`config.mk`:
```
export PLATFORM = sky130hd
export DESIGN_NAME = signed_step_counter
export DESIGN_NICKNAME = d
export VERILOG_FILES = /design/src/rtl/signed_step_counter.sv
export SDC_FILE = /design/constraint.sdc
export NUM_CORES = 1
export LEC_CHECK = 0
export CORE_ASPECT_RATIO = 1.5
export CORE_MARGIN = 1
export CORE_UTILIZATION = 55
export CTS_CLUSTER_SIZE = 40
export DETAILED_ROUTE_END_ITERATION = 7
export MAX_ROUTING_LAYER = met4
export PLACE_DENSITY = 0.72
export SLEW_MARGIN = 10
export SYNTH_ARGS = -nofsm -noshare
export SYNTH_HDL_FRONTEND = slang
export SYNTH_SLANG_ARGS = --single-unit
```
`constraint.sdc`:
```
create_clock -name clk -period 2.8 [get_ports clk]
set_input_delay 0.28 -clock clk [delete_from_list [all_inputs] [get_ports clk]]
set_output_delay 0.28 -clock clk [all_outputs]
set_load 0.1 [all_outputs]
```
`src/rtl/signed_step_counter.sv`:
```
// Debounced three-button signed 4-bit up/down counter (-8..+7) feeding the 7-segment driver.
// Define SIGNED_STEP_SATURATE_EN to saturate at +7/-8 instead of wrapping (ovf pulses either way).
module signed_step_counter #(
    parameter int DB_CNT = 65000,
    parameter int DB_W   = 16
) (
    input  logic       clk,
    input  logic       rst,
    input  logic       btn_up,
    input  logic       btn_dn,
    input  logic       btn_clr,
    output logic [3:0] data,
    output logic       ovf
);

    localparam int                BTN_N   = 3;
    localparam int                BTN_UP  = 0;
    localparam int                BTN_DN  = 1;
    localparam int                BTN_CLR = 2;
    localparam logic [DB_W-1:0]   DB_LAST = DB_W'(DB_CNT - 1);
    localparam logic [3:0]        MAX_POS = 4'b0111;
    localparam logic [3:0]        MIN_NEG = 4'b1000;

    logic [BTN_N-1:0] btn_raw_s;
    logic [BTN_N-1:0] sync1_r;
    logic [BTN_N-1:0] sync2_r;
    logic [BTN_N-1:0] stable_r;
    logic [BTN_N-1:0] stable_d_r;
    logic [BTN_N-1:0] press_r;
    logic [DB_W-1:0]  db_cnt_r [BTN_N];
    logic [3:0]       data_r;
    logic             ovf_r;

    assign btn_raw_s = {btn_clr, btn_dn, btn_up};

    // Per-button synchroniser, debounce filter and rising-edge press detector.
    always_ff @(posedge clk) begin
        if (rst) begin
            sync1_r    <= {BTN_N{1'b0}};
            sync2_r    <= {BTN_N{1'b0}};
            stable_r   <= {BTN_N{1'b0}};
            stable_d_r <= {BTN_N{1'b0}};
            press_r    <= {BTN_N{1'b0}};
            for (int i = 0; i < BTN_N; i++) begin
                db_cnt_r[i] <= {DB_W{1'b0}};
            end
        end else begin
            sync1_r    <= btn_raw_s;
            sync2_r    <= sync1_r;
            stable_d_r <= stable_r;
            press_r    <= stable_r & ~stable_d_r;
            // A level is accepted only after DB_CNT consecutive disagreeing samples.
            for (int i = 0; i < BTN_N; i++) begin
                if (sync2_r[i] == stable_r[i]) begin
                    db_cnt_r[i] <= {DB_W{1'b0}};
                end else if (db_cnt_r[i] == DB_LAST) begin
                    stable_r[i] <= sync2_r[i];
                    db_cnt_r[i] <= {DB_W{1'b0}};
                end else begin
                    db_cnt_r[i] <= db_cnt_r[i] + DB_W'(1);
                end
            end
        end
    end

    // Counter update from press pulses: clear beats everything, up+dn cancels.
    always_ff @(posedge clk) begin
        if (rst) begin
            data_r <= 4'b0000;
            ovf_r  <= 1'b0;
        end else begin
            case ({press_r[BTN_CLR], press_r[BTN_UP], press_r[BTN_DN]})
                3'b100, 3'b101, 3'b110, 3'b111: begin
                    data_r <= 4'b0000;
                    ovf_r  <= 1'b0;
                end
                3'b011: begin
                    data_r <= data_r;
                    ovf_r  <= 1'b0;
                end
                3'b010: begin
                    if (data_r == MAX_POS) begin
`ifdef SIGNED_STEP_SATURATE_EN
                        data_r <= MAX_POS;
`else
                        data_r <= MIN_NEG;
`endif
                        ovf_r  <= 1'b1;
                    end else begin
                        data_r <= data_r + 4'd1;
                        ovf_r  <= 1'b0;
                    end
                end
                3'b001: begin
                    if (data_r == MIN_NEG) begin
`ifdef SIGNED_STEP_SATURATE_EN
                        data_r <= MIN_NEG;
`else
                        data_r <= MAX_POS;
`endif
                        ovf_r  <= 1'b1;
                    end else begin
                        data_r <= data_r - 4'd1;
                        ovf_r  <= 1'b0;
                    end
                end
                default: begin
                    data_r <= data_r;
                    ovf_r  <= 1'b0;
                end
            endcase
        end
    end

    assign data = data_r;
    assign ovf  = ovf_r;

endmodule
```
==> results.md <==
- The synthesis-to-finish area growth is 13.3%.
- The flow ran to the end, and the final reports show no timing, DRC or antenna violations.
- For flop-to-flop paths, the worst setup slack is 0.57 ns.
- The number of I/O pins is 10.
- The number of clock sinks is 68.
- The floorplan die width is approximately 67 microns.
- The synthesized netlist contains between 40 and 50 unique library cells.
- The H-tree depth is 3.
- The top cell type by total area after synthesis is sky130_fd_sc_hd__edfxtp_1.
- The share of the yosys chip area belonging to registers is 0.532.
- The total overflow reported by the global router is 0.
- The number of optimization iterations in the first detailed-route pass is 4.
- The number of filler cells placed in the layout is 500.
- The clock insertion delay at the later pin of the skew report is 0.34 ns.
- The count of endpoints failing setup in the final report is 0.
- After the first detailed-routing iteration, the DRC count stood at roughly 120.
- The required time of the critical path is ~2.9 ns.
- The number of antenna diodes in the final layout is 0.
- The power per cell area is roughly 520 nW/um^2.
- Yosys printed 0 warnings.
- The async set or reset register ratio after synthesis is 0.
- The number of global-route vias before repair is between 2000 and 2500.
- The final clock period utilization by the worst path is 0.798.
- The number of flops mapped to enable cells by yosys is between 40 and 50.
- Post-CTS timing repair inserted 0 buffers for setup.
- The count of pins over their slew limit came to 0.
- Headroom to the max-slew limit came out at 0.629.
- The root cell of the clock tree is sky130_fd_sc_hd__clkbuf_8.
- In the global route stage, overall resource usage came out at 0.204.
- In this run the static leakage power is 0.00134 uW.
- Of the total synthesized cell area, the portion taken by full adders, half adders and majority gates is 0.0181.
- The final setup skew is 0.00753 ns.
- At the end of the flow, the number of nets in the layout was 401.
- The design draws slightly above 2000 uW.
- The core region is between 6000 and 7000 sq um.
- By area, the combinational part of the netlist is dominated by simple AND/OR/NAND/NOR gates.
- The total via count after detailed routing is between 2000 and 2500.
- The hold buffer count at CTS is 0.
- The first global-routing pass estimated 9.87 mm of wire.
- The share of synthesized area in the top cell type comes to 0.416.
- The average wire per cell in the routed design is between 10 and 15 microns.
- The clock tree from TritonCTS is done.
- The path class of the tightest hold or removal check is reg2reg.
- The TritonCTS buffer count is 9.
- Measured against the total synthesized area, the mux share comes to 0.00868.
- Entering global routing, the biggest net connects 17 pins.
- For this configuration, the core starts out at a cell density of 0.569.
- STA puts the critical path data arrival time at roughly 2.3 ns.
- The cell count after synthesis is 332.
- After synthesis the netlist holds a flip-flop and latch count of just under 70.
- The clock slew at the register clock pins of the worst setup and hold paths is about 0.070 ns.
- In the routed design, unresolved DRC markers number 0.
- A synthesized cell averages between 10 and 15 sq um.
- The number of nets with antenna violations after detailed routing is 0.
- The worst supply voltage drop on vdd is roughly 0.36 mV.
- The congestion estimate from routability-driven global placement came to a little over 0.8.
- The floorplan die height is about 99 microns.
- The number of maximum-capacitance violations is 0.
- The fraction of final layout cells sized beyond drive strength 1 is 0.0608.
- The total of buffers placed on input and output ports is 9.
- The highest achievable clock rate is about 0.45 GHz.
- The critical path endpoint category is a flip-flop.
- The worst setup path is launched from a flip-flop.
- Setup repair after global routing left no endpoint under its margin.
- The number of hold violations in the final report is 0.
- Counting along the longest clock path gives a buffer depth of 2.
- The measured slew at the worst slew-check pin is about 0.56 ns.
- Of the total synthesized cell area, the portion taken by AND, OR, NAND and NOR gates is 0.252.
- Summed over all nets, the half-perimeter wirelength after detailed placement is about 4.1 mm.
- The routed design has just under 6 mm of wire.
- Across all hold checks on the routed design, the worst slack comes to about 0.4 ns.
- Summing all multi-input logic gate instances after layout gives 1670 sq um.
- The number of antenna violations at the first check in global routing came to 0.
- The setup TNS is 0 ns.
- The number of vias per cell is approximately 5.2.
- Along the worst path, the maximum fanout reaches 15.
- The share of the synthesized area in compound gates (AO/OA/AOI/OAI) is 0.0390.
- By area the synthesized netlist is led by sky130_fd_sc_hd__edfxtp_1 (42%), sky130_fd_sc_hd__dfxtp_1 (12%), sky130_fd_sc_hd__xnor2_1 (9.6%), sky130_fd_sc_hd__nor2_1 (6.7%), sky130_fd_sc_hd__nand4_1 (3.1%).
- Of the total synthesized cell area, the portion taken by XOR and XNOR cells is 0.111.
- The clock period could shrink to about 2.2 ns.
- The full die area is between 6000 and 7000 sq um.
- The type of the worst setup path is reg2reg.
- Across the whole layout, storage elements account for 1840 sq um.
- The floorplan has 35 rows.
- The combined area of all synthesized cells is 3460 sq um.
- The number of resized instances in the post-cts repair step is 0.
- Among all flip-flop cells after synthesis, the most frequent one is sky130_fd_sc_hd__edfxtp_1.
[state kept, by name (all words and copies together), names as in the netlist]
name / cells
sync2_r: 3
db_cnt_r: 48
stable_d_r: 3
press_r: 3
sync1_r: 3
stable_r: 3
ovf: 1
data: 4
[where the power goes]
group	leakage (uW)	switching [uW]	internal (uW)
logic	0.000590	66.7	44.5
registers	0.000658	40.2	1110
clock network	0.0000939	345	427
total	0.00134	452	1580
[cell families after synthesis]
group,count (synthesis)
adders and majority gates,5
AOI/OAI and AO/OA,21
and+or+nand+nor,168
buffers and inverters,22
muxes,3
DFF,68
xor gates and xnor gates,44
other,1
[stage by stage]
stage	std cells	util	setup WS, ns	cell area (sq um)
4_1_cts	469	0.644	0.547	3920
3_5_place_dp	454	0.614	0.566	3740
3_3_place_gp	454	0.614	0.667	3740
5_1_grt	469	0.644	0.389	3920
6_report	469	0.644	0.566	3920
2_1_floorplan	379	-	0.748	3640
[Yosys cell counts (all sizes together) (5+ instances only)]
library cell,instances
nor2,62
edfxtp,48
xnor2,38
dfxtp,20
nand4,17
nand3,16
nor2b,15
nor4,15
nand2,14
nor3,14
inv,12
a21oi,8
clkbuf,6
xor2,6
ha,5
[layout make-up]
cell class | instances | area share
timing repair buffer | 11 | 0.0236
multi-input combinational | 289 | 0.425
sequential | 68 | 0.470
clock buffer | 12 | 0.0370
clock inverter | 3 | 0.00989
tap | 74 | 0.0236
inverter | 12 | 0.0115
[placed cells by master (no fill, tap or decap), types with 3 or more instances in the layout]
cell type and n:
sky130_fd_sc_hd__edfxtp_1 48, sky130_fd_sc_hd__nor4_1 13, sky130_fd_sc_hd__nand4_1 17, sky130_fd_sc_hd__nor3_1 14, sky130_fd_sc_hd__mux2i_1 3, sky130_fd_sc_hd__xnor2_1 38
sky130_fd_sc_hd__nand3_1 16, sky130_fd_sc_hd__ha_1 5, sky130_fd_sc_hd__dfxtp_1 20, sky130_fd_sc_hd__nor2_1 62, sky130_fd_sc_hd__buf_4 7, sky130_fd_sc_hd__xor2_1 6
sky130_fd_sc_hd__a21oi_1 8, sky130_fd_sc_hd__clkbuf_8 10, sky130_fd_sc_hd__nor2b_1 15, sky130_fd_sc_hd__nand2_1 14, sky130_fd_sc_hd__clkdlybuf4s50_1 4, sky130_fd_sc_hd__o21ai_0 3
sky130_fd_sc_hd__conb_1 48, sky130_fd_sc_hd__nand2b_1 4, sky130_fd_sc_hd__inv_1 12
[routing by layer]
metal  up-vias  GRT usage  routed length (microns)
li1       1249          -                        -
met1      1155      0.223                     2570
met2        30      0.331                     3010
met3        10     0.0573                      122
met4         0      0.103                       84
met5         -          -                        0
[worst paths after layout]
check,startpoint,endpoint,cells after the start
worst max register to register,db_cnt_r[1][0]$_SDFFCE_PN0P_,db_cnt_r[1][5]$_SDFFCE_PN0P_,5
worst min-delay path,stable_d_r[2]$_SDFF_PP0_,press_r[2]$_SDFF_PP0_,1
worst max-delay path,db_cnt_r[1][0]$_SDFFCE_PN0P_,db_cnt_r[1][5]$_SDFFCE_PN0P_,5
worst min register to register,stable_d_r[2]$_SDFF_PP0_,press_r[2]$_SDFF_PP0_,1
[worst max-delay path, stage by stage, from the launching register on]
cell	delay (ns)
sky130_fd_sc_hd__edfxtp_1	0.41
sky130_fd_sc_hd__ha_1	0.24
sky130_fd_sc_hd__nand3_1	0.17
sky130_fd_sc_hd__or4_1	0.61
sky130_fd_sc_hd__nand2_1	0.42
sky130_fd_sc_hd__nor2_1	0.12
Power figures use the tool's default switching activity.
==> patch 1: new RTL, same flow settings <==
Change the parameter `DB_W` from 16 to 14.
--- a/src/rtl/signed_step_counter.sv
+++ b/src/rtl/signed_step_counter.sv
@@ -2,7 +2,7 @@
 // Define SIGNED_STEP_SATURATE_EN to saturate at +7/-8 instead of wrapping (ovf pulses either way).
 module signed_step_counter #(
     parameter int DB_CNT = 65000,
-    parameter int DB_W   = 16
+    parameter int DB_W   = 14
 ) (
     input  logic       clk,
     input  logic       rst,
Check against the original RTL: no difference found for any inputs over 10 cycles, from zero or initial values and one cycle with rst high; that may be too few to reach the edited logic, so the function may still have changed.
==> patch 1 against the unedited design <==
  * Area after synthesis fell by 12%
  * Design area decreased by 11%
  * Sequential share of layout area rose by 0.75 points
  * Fmax fell by 0.80%
  * Power down 5.1%
  * Critical path depth down 1
  * Wire length down 16%
  * Critical endpoint is now db_cnt_r[0][4]$_SDFFCE_PN0P_
  * Count of clock-buffer cells in the layout down 2
  * Worst setup slack worse by 0.018 ns
  * Highest routed layer unchanged
  * Sequential cell count shrank 6
  * Largest power group unchanged
==> patch 1: results (changes against the unedited design) <==
- Run status: complete, no violations (unchanged).
- Overall fraction of global-route tracks in use: 0.195 (was 0.204)
- Rel. slew slack: 0.627 (was 0.629)
- Ratio of routed vias to standard cells: 4.97 (was 5.21)
- The cell count after placement was 398 (was 454).
- Final GP Congestion: 0.848 (was 0.823)
* Via count of the first global-routing pass: 1932 (was 2334)
- Met2 capacity usage during global routing: 0.304 (was 0.331)
- Peak fanout along the critical path: 14 (was 15)
- Critical Path Slowest Stage Cell: or4b_1 (was or4_1)
* Dpl ws: 0.529 ns (was 0.566 ns)
- The detailed route wirelength on metal3 is 148 um (was 122 um).
* Post-placement cell area: 0.00328 mm2 (was 0.00374 mm2)
- The number of flip-flops under the largest register name came to 42 (was 48).
- R2r worst-path depth: 4 (was 5)
* Port Buffers: 9 (unchanged)
- The post-DP HPWL is 3290 um (was 4080 um).
- Met1 usage: 0.215 (was 0.223)
- The startpoint of the most critical hold path was stable_d_r[1]$_SDFF_PP0_ (was stable_d_r[2]$_SDFF_PP0_).
- The per-instance average area after synthesis is 10.5 um2 (was 10.4 um2).
- Synth area leaders: edfxtp_1 (42%), dfxtp_1 (13%), xnor2_1 (9.2%), nor2_1 (6.3%), nor2b_1 (3.5%) (was edfxtp_1 (42%), dfxtp_1 (12%), xnor2_1 (9.6%), nor2_1 (6.7%), nand4_1 (3.1%)).
- Sum of met2 wire segment lengths after detailed routing: 2410 um (was 3010 um)
* First-pass GRT wire length: 8340 um (was 9870 um)
- Leakage: 1.19 nW (was 1.34 nW)
- Wire length on met1: 2190 um (was 2570 um)
- Post-layout net count: 351 (was 401)
* Class of the worst hold path: flop to flop (unchanged)
* Origin of the worst setup path: db_cnt_r[0][3]$_SDFFCE_PN0P_ (was db_cnt_r[1][0]$_SDFFCE_PN0P_)
* Pin count of the biggest net entering global routing: 15 (was 17)
- The final cell count without fillers came to 414 (was 469).
- First DRT Iteration DRCs: 166 (was 118)
patch 1: changes by cell type after synthesis, moves of 3 or more:
cell | unedited run | this run
a21oi_1 | 8 | 5
edfxtp_1 | 48 | 42
inv_1 | 12 | 9
nand2b_1 | 4 | 0
nand3_1 | 16 | 19
nand4_1 | 17 | 9
nor2_1 | 62 | 51
nor4_1 | 13 | 10
or3_1 | 2 | 5
xnor2_1 | 38 | 32
patch 1: how the worst min path moves through the flow:
stage                                  endpoint  slack, ns
after floorplan           press_r[0]$_SDFF_PP0_       0.37
after global placement    press_r[0]$_SDFF_PP0_       0.37
after detailed placement  press_r[1]$_SDFF_PP0_       0.38
after CTS                 press_r[1]$_SDFF_PP0_       0.39
after global routing      press_r[1]$_SDFF_PP0_       0.40
final                     press_r[1]$_SDFF_PP0_       0.39
patch 1: worst register-to-register path, cell delays in order, from the launching register on:
cell and delay, ns:
edfxtp_1 0.48, or4b_1 0.55, nor4_2 0.37, or3_1 0.47, nor2_1 0.11
patch 1: final cells by class:
type / instances / area [um2]
fill: 435 / 1760
sequential: 62 / 1660
multi-input combinational: 249 / 1410
clock buffer: 10 / 128
timing repair buffer: 10 / 85.1
tap: 68 / 85.1
clock inverter: 6 / 76.3
inverter: 9 / 33.8
patch 1: cell families (layout without fill, tap and decap cells):
family	Yosys count	after routing	share of synthesized area
adder cells (fa/ha/maj)	5	5	0.0206
flip-flops	62	62	0.547
AO/OA/AOI/OAI	14	14	0.0317
buffers and inverters	19	35	0.0383
multiplexers	3	3	0.00989
XOR/XNOR	39	39	0.112
other	1	42	0.00123
AND/OR/NAND/NOR	146	146	0.239
patch 1: power by group:
part,switching (mW),total [mW],internal (mW)
clock,0.335,0.826,0.491
combinational,0.0377,0.0686,0.0309
sequential,0.0305,1.04,1.01
==> patch 2: new RTL, config.mk and constraints unchanged <==
Made on the original files. Reset style: asynchronous (`rst`), changed in 2 clocked blocks.
--- a/src/rtl/signed_step_counter.sv
+++ b/src/rtl/signed_step_counter.sv
@@ -34,7 +34,7 @@
     assign btn_raw_s = {btn_clr, btn_dn, btn_up};
 
     // Per-button synchroniser, debounce filter and rising-edge press detector.
-    always_ff @(posedge clk) begin
+    always_ff @(posedge clk or posedge rst) begin
         if (rst) begin
             sync1_r    <= {BTN_N{1'b0}};
             sync2_r    <= {BTN_N{1'b0}};
@@ -64,7 +64,7 @@
     end
 
     // Counter update from press pulses: clear beats everything, up+dn cancels.
-    always_ff @(posedge clk) begin
+    always_ff @(posedge clk or posedge rst) begin
         if (rst) begin
             data_r <= 4'b0000;
             ovf_r  <= 1'b0;
Behaviour: no difference found for any inputs over 10 cycles, from zero or initial values and one cycle with rst high; that may be too few to reach the edited logic, so the function may still have changed.
==> patch 2 against the unedited design <==
  * Sequential share of layout area up 1.8 points
  * Wire length down 9.9%
  * Design area down 11%
  * Area after synthesis down 8.7%
  * Power down 9.3%
  * Clock skew down 0.0039 ns
  * Sequential power down 12%
  * Clock power about the same
  * Sequential cell count unchanged
  * Utilization down 0.87 points
  * Critical path depth down 1
  * Worst setup slack better by 0.23 ns
==> patch 2: results (changes against the unedited design) <==
- The number of flip-flops under the largest register name is 48 (unchanged).
- The total track usage is 0.203 (was 0.204).
- Synth area leaders: dfrtp_1 (54%), xnor2_1 (8.9%), nor2_1 (6.5%), xor2_1 (2.8%), nand3_1 (2.5%) (was edfxtp_1 (42%), dfxtp_1 (12%), xnor2_1 (9.6%), nor2_1 (6.7%), nand4_1 (3.1%))
- The worst path arrival time was 2.22 ns (was 2.31 ns).
* Pin count of the biggest net entering global routing: 28 (was 17)
* CTS H-Tree Depth: 3 (unchanged)
* Register-to-register setup slack: 0.80 ns (was 0.57 ns)
- The total iterations of the first detailed-routing run is 4 (unchanged).
- The post-DP HPWL came to 3570 um (was 4080 um).
- The layout cell share with drive strength beyond 1 is 0.110 (was 0.0608).
* First-pass GRT wire length: 8920 um (was 9870 um)
- The instance area at placement was 0.00330 mm2 (was 0.00374 mm2).
- The root buffer selected by CTS is clkbuf_8 (unchanged).
* First DRT Iteration DRCs: 94 (was 118)
* Number of buffers inserted during clock tree synthesis: 9 (unchanged)
* Via count of the first global-routing pass: 2042 (was 2334)
* Critical Path Slowest Stage Cell: or4b_1 (was or4_1)
- Largest register by flop count: db_cnt_r (unchanged)
* Inserted Diodes: 0 (unchanged)
- The clock skew after layout is 0.00364 ns (was 0.00753 ns).
- Peak fanout along the critical path: 16 (was 15)
* Run status: complete, no violations (unchanged)
- The number of cells upsized or downsized after cts was 0 (unchanged).
* R2r worst-path depth: 4 (was 5)
* Post-layout net count: 333 (was 401)
* Number of buffers inserted by post-CTS setup repair: 0 (unchanged)
* Peak supply drop: 335 uV (was 362 uV)
- Reg-to-reg endpoint: db_cnt_r[3]$_DFF_PP0_ (was db_cnt_r[1][5]$_SDFFCE_PN0P_)
- Synth Net Count: 316
* Class of the worst hold path: input pin to async pin (was flop to flop)
* Ranking of synthesized cells by instance count: dfrtp_1 (68), nor2_1 (55), xnor2_1 (32) (was nor2_1 (62), edfxtp_1 (48), xnor2_1 (38))
- DR DRC count: 0 (unchanged)
- The leakage dissipation is 1.44 nW (was 1.34 nW).
- Proportion of synthesized flip-flops having asynchronous set or reset: 1.00 (was 0)
* Share of the yosys chip area belonging to registers: 0.539 (was 0.532)
- Actual slew at the worst max-slew pin: 0.529 ns (was 0.556 ns)
- Final GP Congestion: 0.782 (was 0.823)
- Port Buffers: 9 (unchanged)
- Crit path largest cell delay: 0.52 ns (was 0.61 ns)
- Launching point of the worst reg2reg path: db_cnt_r[9]$_DFF_PP0_ (was db_cnt_r[1][0]$_SDFFCE_PN0P_)
* Routed wire length per instance: 13.1 um (was 12.3 um)
* Number of library cell types mapped by synthesis: 40 (was 44)
* Ratio of routed vias to standard cells: 5.44 (was 5.21)
## patch 2: cell types whose count changed after synthesis, moves of 3 or more
cell | before | now
edfxtp_1 | 48 | 0
xnor2_1 | 38 | 32
mux2i_1 | 3 | 0
nor2_1 | 62 | 55
nand4_1 | 17 | 11
nor2b_1 | 15 | 6
or3_1 | 2 | 5
dfrtp_1 | 0 | 68
dfxtp_1 | 20 | 0
o21ai_0 | 3 | 8
xor2_1 | 6 | 10
nor4_1 | 13 | 10
nand2b_1 | 4 | 1
## patch 2: metrics by stage
| stage | hold WS (ns) | setup WS [ns] | std cells | utilization |
|---|---|---|---|---|
| 2_1_floorplan | 0.311 | 0.808 | 306 | - |
| 3_3_place_gp | 0.335 | 0.842 | 382 | 0.601 |
| 3_5_place_dp | 0.340 | 0.800 | 382 | 0.601 |
| 4_1_cts | 0.305 | 0.794 | 397 | 0.636 |
| 5_1_grt | 0.353 | 0.695 | 397 | 0.636 |
| 6_report | 0.292 | 0.797 | 397 | 0.636 |
## patch 2: routing by layer
layer / part of all wire / track usage / vias to the layer above
met3: 0.039 / 0.0580 / 11
met2: 0.49 / 0.324 / 46
met1: 0.45 / 0.230 / 1027
met5: 0 / - / -
met4: 0.019 / 0.108 / 0
li1: - / - / 1075
## patch 2: cell families after synthesis
| kind of cell | count (synthesis) | synth area share |
|---|---|---|
| AND/OR/NAND/NOR | 148 | 0.239 |
| XOR/XNOR | 42 | 0.116 |
| multiplexers | 3 | 0.0119 |
| AO/OA/AOI/OAI | 23 | 0.0475 |
| buffers and inverters | 17 | 0.0261 |
| flip-flops | 68 | 0.539 |
| adder cells (fa/ha/maj) | 5 | 0.0198 |
## patch 2: layout make-up
class,count,area [um2]
fillers,452,2000
clock inverters,5,52.6
inverters,12,45.0
multi-input cells,221,1370
well taps,70,87.6
clock buffers,10,138
flip-flops and latches,68,1700
repair buffers,11,92.6
## patch 2: worst max-delay path by stage
stage                     startpoint                endpoint  slack [ns]  depth (start not counted)
2_1_floorplan                    rst     data[0]$_DFFE_PP0P_        0.81                          1
3_3_place_gp   db_cnt_r[9]$_DFF_PP0_  db_cnt_r[13]$_DFF_PP0_        0.84                          4
3_5_place_dp   db_cnt_r[9]$_DFF_PP0_  db_cnt_r[15]$_DFF_PP0_        0.80                          4
4_1_cts        db_cnt_r[9]$_DFF_PP0_  db_cnt_r[15]$_DFF_PP0_        0.79                          4
5_1_grt        db_cnt_r[9]$_DFF_PP0_   db_cnt_r[3]$_DFF_PP0_        0.69                          4
6_report       db_cnt_r[9]$_DFF_PP0_   db_cnt_r[3]$_DFF_PP0_        0.80                          4
## patch 2: power breakdown
part	switching, mW	internal [mW]
clock	0.350	0.425
combinational	0.0395	0.0204
sequential	0.0149	0.997
total	0.404	1.44
